### src/rtl/rf_wb_arb_pkg.sv
// Shared defaults, request layout and lowest-set-bit helper for the register-file write-port arbiter.
package rf_wb_arb_pkg;

  localparam int DEF_DATA_WIDTH    = 32;
  localparam int DEF_NUM_REGISTERS = 32;
  localparam int DEF_N_REQ         = 3;
  localparam int DEF_ADDR_W        = $clog2(DEF_NUM_REGISTERS);

  // Widest request vector the helper handles; pickers must stay strictly narrower.
  localparam int PICK_W = 32;

  typedef struct packed {
    logic [DEF_ADDR_W-1:0]     rd;
    logic [DEF_DATA_WIDTH-1:0] data;
  } wb_req_t;

  function automatic logic [PICK_W-1:0] lowest_onehot(input logic [PICK_W-1:0] v);
    return v & (~v + PICK_W'(1));
  endfunction

endpackage

### src/rtl/rf_wb_arb_pick.sv
// Combinational one-hot picker: lowest-index set bit of req wins, zero when req is zero.
module rf_wb_arb_pick
  import rf_wb_arb_pkg::*;
#(
  parameter int N = DEF_N_REQ
) (
  input  logic [N-1:0] req,
  output logic [N-1:0] grant
);

  logic [PICK_W-1:0] wide;
  logic              unused_hi;

  assign wide      = lowest_onehot(PICK_W'(req));
  assign grant     = wide[N-1:0];
  // Zero-extended input, so the bits above N can never be set.
  assign unused_hi = |wide[PICK_W-1:N];

endmodule

### src/rtl/rf_wb_arbiter.sv
// Register-file write-port arbiter: fixed priority (index 0 highest), grant is combinational,
// write presented one cycle after acceptance, output side never stalls. Aging: RF_WB_ARB_AGING_EN.
module rf_wb_arbiter
  import rf_wb_arb_pkg::*;
#(
  parameter int DATA_WIDTH    = DEF_DATA_WIDTH,
  parameter int NUM_REGISTERS = DEF_NUM_REGISTERS,
  parameter int N_REQ         = DEF_N_REQ,
  parameter int MAX_WAIT      = 7,
  localparam int ADDR_W       = $clog2(NUM_REGISTERS)
) (
  input  logic                        clk,
  input  logic                        arst,
  input  logic [N_REQ-1:0]            req_valid_in,
  input  logic [N_REQ*ADDR_W-1:0]     req_rd_in,
  input  logic [N_REQ*DATA_WIDTH-1:0] req_data_in,
  output logic [N_REQ-1:0]            req_ready_out,
  output logic                        wr_en_out,
  output logic [ADDR_W-1:0]           rd_out,
  output logic [DATA_WIDTH-1:0]       rd_data_out,
  output logic                        busy_out
);

  // Same layout as wb_req_t, sized by this instance's parameters.
  typedef struct packed {
    logic [ADDR_W-1:0]     rd;
    logic [DATA_WIDTH-1:0] data;
  } slot_t;

  logic [N_REQ-1:0] valid_pick;
  logic [N_REQ-1:0] grant;
  slot_t            sel;

  rf_wb_arb_pick #(.N(N_REQ)) u_pick_valid (
    .req   (req_valid_in),
    .grant (valid_pick)
  );

`ifdef RF_WB_ARB_AGING_EN
  localparam int WAIT_W = $clog2(MAX_WAIT + 1);

  logic [N_REQ-1:0] urgent;
  logic [N_REQ-1:0] urgent_pick;

  // Requester 0 already has top priority and never needs to age.
  assign urgent[0] = 1'b0;

  for (genvar i = 1; i < N_REQ; i++) begin : g_age
    logic [WAIT_W-1:0] wait_cnt;

    always_ff @(posedge clk or posedge arst) begin
      if (arst) begin
        wait_cnt <= '0;
      end else if (!req_valid_in[i] || grant[i]) begin
        wait_cnt <= '0;
      end else if (wait_cnt != WAIT_W'(MAX_WAIT)) begin
        wait_cnt <= wait_cnt + WAIT_W'(1);
      end
    end

    // Gate with valid: a saturated count is stale in the cycle valid drops.
    assign urgent[i] = req_valid_in[i] && (wait_cnt == WAIT_W'(MAX_WAIT));
  end

  rf_wb_arb_pick #(.N(N_REQ)) u_pick_urgent (
    .req   (urgent),
    .grant (urgent_pick)
  );

  assign grant = (|urgent_pick) ? urgent_pick : valid_pick;
`else
  localparam int unused_max_wait = MAX_WAIT;

  assign grant = valid_pick;
`endif

  assign req_ready_out = grant;
  assign busy_out      = |(req_valid_in & ~grant);

  always_comb begin
    sel = '0;
    for (int i = 0; i < N_REQ; i++) begin
      if (grant[i]) begin
        sel.rd   = req_rd_in[i*ADDR_W +: ADDR_W];
        sel.data = req_data_in[i*DATA_WIDTH +: DATA_WIDTH];
      end
    end
  end

  // Register 0 is hardwired: the request is consumed but never written.
  always_ff @(posedge clk or posedge arst) begin
    if (arst) begin
      wr_en_out   <= 1'b0;
      rd_out      <= '0;
      rd_data_out <= '0;
    end else if (|grant) begin
      wr_en_out   <= (sel.rd != '0);
      rd_out      <= sel.rd;
      rd_data_out <= sel.data;
    end else begin
      wr_en_out   <= 1'b0;
    end
  end

  always_comb begin
    if (!arst) begin
      assert ((grant & (grant - N_REQ'(1))) == '0);
      assert ((grant & ~req_valid_in) == '0);
    end
  end

endmodule

### config.mk
export PLATFORM = sky130hd
export DESIGN_NAME = rf_wb_arbiter
export DESIGN_NICKNAME = d
export VERILOG_FILES = /design/src/rtl/rf_wb_arb_pkg.sv /design/src/rtl/rf_wb_arb_pick.sv /design/src/rtl/rf_wb_arbiter.sv
export SDC_FILE = /design/constraint.sdc
export NUM_CORES = 1
export LEC_CHECK = 0
export ABC_AREA = 1
export BUFFER_PORTS_ARGS = -buffer_cell sky130_fd_sc_hd__clkbuf_2
export CAP_MARGIN = 20
export CELL_PAD_IN_SITES_DETAIL_PLACEMENT = 1
export CELL_PAD_IN_SITES_GLOBAL_PLACEMENT = 2
export CORE_AREA = 2 2 83 125
export CTS_CLUSTER_SIZE = 20
export DETAILED_ROUTE_END_ITERATION = 6
export DIE_AREA = 0 0 85 127
export PLACE_DENSITY_LB_ADDON = 0.05
export SKIP_CTS_REPAIR_TIMING = 1
export SLEW_MARGIN = 10
export SYNTH_ARGS = -nofsm -noshare
export SYNTH_HDL_FRONTEND = slang
export SYNTH_SLANG_ARGS = --single-unit
export TNS_END_PERCENT = 1
### constraint.sdc
create_clock -name clk -period 3.4 [get_ports clk]
set_clock_uncertainty 0.05 [all_clocks]
set_input_delay 0.68 -clock clk [delete_from_list [all_inputs] [get_ports clk]]
set_output_delay 0.68 -clock clk [all_outputs]
set_load 0.03 [all_outputs]
## After elaboration in Yosys (flattened, before gate mapping)

Cells that the tools add are included.

| operators by class | value |
|---|---|
| div/mod/pow operators | 0 |
| multiplexer cells | 4 |
| bitwise gates (word level) | 4 |
| $add $sub $neg | 1 |
| eq/ne operators | 0 |
| $mul | 0 |
| shift-type cells | 0 |
| reduce and logical (&&, ||, !) cells | 3 |
| magnitude comparators | 0 |

Operators by type and width:

| kind | number |
|---|---|
| 2-to-1 mux 37 bit | 3 |
| bitwise AND 3 bit | 2 |
| inverter 3 bit | 2 |
| OR reduction 3 bit | 2 |
| nonzero test 5 bit | 1 |
| adder 3 x 1 -> 3 bit, second input constant | 1 |
| 2-to-1 mux 1 bit | 1 |

| storage, ports and cells | value |
|---|---|
| word-level logic and storage cells | 15 |
| output and inout bits | 42 |
| bits in registers | 38 |
| memories kept | 0 |
| memory bits (read-only) | 0 |
| memory bits (writable) | 0 |
| bits of input ports | 116 |
| latch bits | 0 |

## Depth between registers and ports, before layout

| logic depth | value |
|---|---|
| depth after elaboration | 8 |
| depth in mapped cells | 7 |
| mapped depth without buffers | 6 |

## By module

From an unflattened synthesis, not the netlist that was laid out.

| second synthesis, totals | value |
|---|---|
| cell total of the unflattened synthesis | 301 |
| area total of the unflattened synthesis | 2,173.3 sq um |

Modules (own cells, without submodules):

| module | times used | area each (sq um) | sequential area each (sq um) | cells each |
|---|---|---|---|---|
| rf_wb_arbiter | 1 | 2,144.6 | 950.9 | 295 |
| rf_wb_arb_pick | 1 | 28.8 | 0.0 | 6 |

## Worst setup path before layout

Ideal clock, no wire load.

| timing | value |
|---|---|
| kind | input port to output port |
| start point | input port req_valid_in[0] |
| end point | output port busy_out |
| data required time | 2.670 ns |
| slack | 1.240 ns |
| data arrival time | 1.430 ns |
| buffers on the path | 2 |
| stages on the path | 4 |
| cell sequence | buf_6 buf_4 a21oi_1 nor2_1 |

| on the way | value |
|---|---|
| word-level cells in the longest chain between the ends | 6 |

RTL lines:

| element | RTL line | text |
|---|---|---|
| start: declaration | rf_wb_arbiter.sv:14 | `input logic [N_REQ-1:0] req_valid_in,` |
| inverter 3 bit | rf_wb_arb_pkg.sv:18 | `return v & (~v + PICK_W'(1));` |
| adder 3 x 1 -> 3 bit | rf_wb_arb_pkg.sv:18 |  |
| bitwise AND 3 bit | rf_wb_arb_pkg.sv:18 |  |
| inverter 3 bit | rf_wb_arbiter.sv:78 | `assign busy_out = \|(req_valid_in & ~grant);` |
| bitwise AND 3 bit * | rf_wb_arbiter.sv:78 |  |
| OR reduction 3 bit * | rf_wb_arbiter.sv:78 |  |
| end: declaration | rf_wb_arbiter.sv:21 | `output logic busy_out` |

Mark *: on every way between the ends. The rest lies on a longest branch, timed or not.

## Final worst setup path

| timing | value |
|---|---|
| start point | input port req_valid_in[0] |
| end point | output port req_ready_out[1] |

| on the way | value |
|---|---|
| word-level cells in the longest chain between the ends | 3 |

RTL lines:

| element | RTL line | text |
|---|---|---|
| inverter 3 bit | rf_wb_arb_pkg.sv:18 |  |
| adder 3 x 1 -> 3 bit | rf_wb_arb_pkg.sv:18 |  |
| bitwise AND 3 bit | rf_wb_arb_pkg.sv:18 |  |
| end: declaration | rf_wb_arbiter.sv:17 | `output logic [N_REQ-1:0] req_ready_out,` |

No other way between the ends.

==> flow_metrics.env <==
export IMPL_outcome="finished, final reports clean"
export IMPL_detailroute_via_count=2324
export IMPL_design_portCount=158
export IMPL_cell_internal_pwr_uw=904
export IMPL_synthToLayoutAreaGrowth_pct=49.8
export IMPL_grt_most_used_layer="met2"
export IMPL_setup_worst_path_end_class="output pin"
export IMPL_gr_usage_met1=0.170
export IMPL_final_net_count=520
export IMPL_syn_num_nets=368
export IMPL_post_drt_wl_per_cell_um=15.6
export IMPL_pre_cts_ws_ns=0.871
export IMPL_layout_drive_gt1_share=0.464
export IMPL_post_layout_worst_setup_margin_ns=0.927
export IMPL_required_time_worst_endpoint_ns=2.67
export IMPL_design_area_sq_um=3020
export IMPL_synth_seq_cells=38
export IMPL_multiInputGateArea_sq_um=935
export IMPL_critPathMaxStageDelay_ns=0.52
export IMPL_critical_path_buf_inv_count=2
export IMPL_layout_cells_non_filler=520
export IMPL_drcViolationCount=0
export IMPL_portBuffers=157
export IMPL_cts_tree="yes"
export IMPL_grt_max_degree=38
export IMPL_clock_power_share=0.354
export IMPL_ys_seq_area_frac=0.472
export IMPL_gr_usage_all_layers=0.152
export IMPL_core_region_area_sq_um=9630
export IMPL_synthMuxAreaShare=0
export IMPL_dpl_cell_area_sq_um=2870
export IMPL_synthesis_area_per_instance_sq_um=7.99
export IMPL_max_cap_violations=0
export IMPL_die_area_sq_um=10800
export IMPL_groute_layer_met2_usage=0.279
export IMPL_seqCellArea_sq_um=951
export IMPL_cts_max_path_buffers=2
export IMPL_holdCritPathClass="input pin to asynchronous set/reset pin"
export IMPL_worstSetupPathType="input pin to output pin"
export IMPL_slew_limit_headroom=0.538
export IMPL_wl_mm=8.13
export IMPL_slew_violations=0
export IMPL_post_dp_hpwl_mm=6.08
export IMPL_placed_cells_incl_taps=512
export IMPL_crit_path_max_fanout=37
export IMPL_peakVddDrop_v=0.000228
export IMPL_critPathSlowestCell="sky130_fd_sc_hd__nor2_8"
export IMPL_fin_tns_setup_ns=0
export IMPL_crit_path_cell_trace="clkbuf_2 -> nor2_8 -> clkbuf_2"
export IMPL_cts_max_level=2
export IMPL_max_clock_freq_ghz=0.404
export IMPL_via_count_of_the_first_global_routing_pass=2481
export IMPL_power_switching_uw=420
export IMPL_netSwitchingFraction=0.317
export IMPL_pwr_share_seq=0.395
export IMPL_p_comb_frac=0.251
export IMPL_yosys_warnings=0
export IMPL_antenna_found_initial=0
export IMPL_synth_top_family_by_area="simple AND/OR/NAND/NOR gates"
export IMPL_hold_viol=0
export IMPL_synthesis_instances=252
export IMPL_firstDrtPassIters=4
export IMPL_clock_sinks=38
export IMPL_antenna_violating_nets_post_route=0
export IMPL_worstSetupStartpointType="input pin"
export IMPL_synth_lib_cells_used_distinct=21
export IMPL_grt_setup_unrepaired="no"
export IMPL_die_height_um=127
export IMPL_insertedDiodeCount=0
export IMPL_die_w_um=85
export IMPL_min_period_over_period=0.727
export IMPL_grt_util_met3=0.0362
export IMPL_family_with_the_most_delay_on_the_worst_path="buffers and inverters"
export IMPL_layout_filler_cells=1233
export IMPL_overflow=0
export IMPL_syn_cell_area_sq_um=2010
export IMPL_crit_path_frequent_cell="sky130_fd_sc_hd__clkbuf_2"
export IMPL_synth_adder_area_share=0
export IMPL_cts_clk_slew_worst_paths_ns=0.06
export IMPL_cts_root_buf="sky130_fd_sc_hd__clkbuf_16"
export IMPL_period_minus_slack_ns=2.47
export IMPL_synth_compound_area_frac=0.0199
export IMPL_power_leakage_uw=0.00161
export IMPL_std_cell_rows=44
export IMPL_worst_skew_pair_late_latency_ns=0.28
export IMPL_synth_xor_xnor_area_share=0
export IMPL_initial_core_util=0.209
export IMPL_grt_pass1_wl_mm=12.8
export IMPL_pwr_density_cell_nw_per_um2=439
export IMPL_worst_pin_slew_ns=0.688
export IMPL_setup_viol=0
export IMPL_vias_per_cell=4.47
export IMPL_numCtsBuffers=5
export IMPL_synth_simple_gate_area_share=0.444
export IMPL_worst_ep_arrival_time_ns=1.74
export IMPL_dr_first_iter_drc_count=42
export IMPL_finalWeightedCongestion=0.718
==> cell families after synthesis <==
logic type | count (synthesis)
simple gates | 189
flops | 38
compound gates | 6
buf+inv | 19
==> final cells by class <==
cell class | count | area share
Tap cell | 115 | 0.0477
Timing Repair Buffer | 161 | 0.275
Multi-Input combinational cell | 195 | 0.310
Clock buffer | 7 | 0.0473
Sequential cell | 38 | 0.315
Inverter | 3 | 0.00373
Clock inverter | 1 | 0.00166
==> cell usage in the layout, fill, tap and decap left out, types with 2 or more instances in the layout <==
master / netlist / layout
sky130_fd_sc_hd__clkbuf_2: 0 / 157
sky130_fd_sc_hd__nand2_1: 129 / 129
sky130_fd_sc_hd__dfrtp_1: 38 / 38
sky130_fd_sc_hd__nand4_1: 28 / 28
sky130_fd_sc_hd__nand2_2: 11 / 11
sky130_fd_sc_hd__nand3_1: 10 / 10
sky130_fd_sc_hd__clkbuf_16: 0 / 5
sky130_fd_sc_hd__a21o_1: 4 / 4
sky130_fd_sc_hd__nand4_2: 4 / 4
sky130_fd_sc_hd__nor2_1: 3 / 3
sky130_fd_sc_hd__buf_4: 4 / 3
sky130_fd_sc_hd__inv_2: 2 / 2
==> per-layer routing <==
layer  vias up  wire [um]
met1      1095       3140
met2        89       4310
met5         -          0
met4         0        133
met3         9        542
li1       1131          -
==> final timing paths <==
kind,depth (start not counted),to,slack (ns),start
min in group clk,2,rd_data_out[23],0.43,rd_data_out[23]
min,2,rd_data_out[14],0.35,arst
max reg2reg,2,rd_data_out[1],2.66,rd_data_out[1]
min reg2reg,2,rd_data_out[23],0.43,rd_data_out[23]
max,3,req_ready_out[1],0.93,req_valid_in[0]
max in group asynchronous,3,rd_data_out[24],2.26,arst
==> cells in the mapped netlist, drive strengths merged <==
cell,number,area share
a21o,4,0.015
a21oi,1,0.0025
buf,14,0.054
clkbuf,2,0.0037
dfrtp,38,0.47
inv,3,0.0056
nand2,140,0.27
nand3,10,0.025
nand3b,1,0.0037
nand4,32,0.11
nor2,5,0.021
nor3,1,0.0081
o21ai,1,0.0025
==> through the flow <==
step	hold WS, ns	power [uW]	utilization
2_1_floorplan	0.604	721	-
3_3_place_gp	0.410	871	0.298
3_5_place_dp	0.420	873	0.298
4_1_cts	0.376	1360	0.313
5_1_grt	0.396	1400	0.313
6_report	0.350	1320	0.313
==> registers in the layout (all words and copies together), names as in the netlist <==
register,count
wr_en_out,1
rd_data_out,32
rd_out,5
==> power by group through the flow <==
stage,sequential (uW),combinational (uW),clock [uW]
6_report,523,332,469
5_1_grt,529,365,506
4_1_cts,524,342,490
3_5_place_dp,531,341,0
3_3_place_gp,530,341,0
2_1_floorplan,618,103,0
Note: power is estimated with default switching activity, not from simulation.
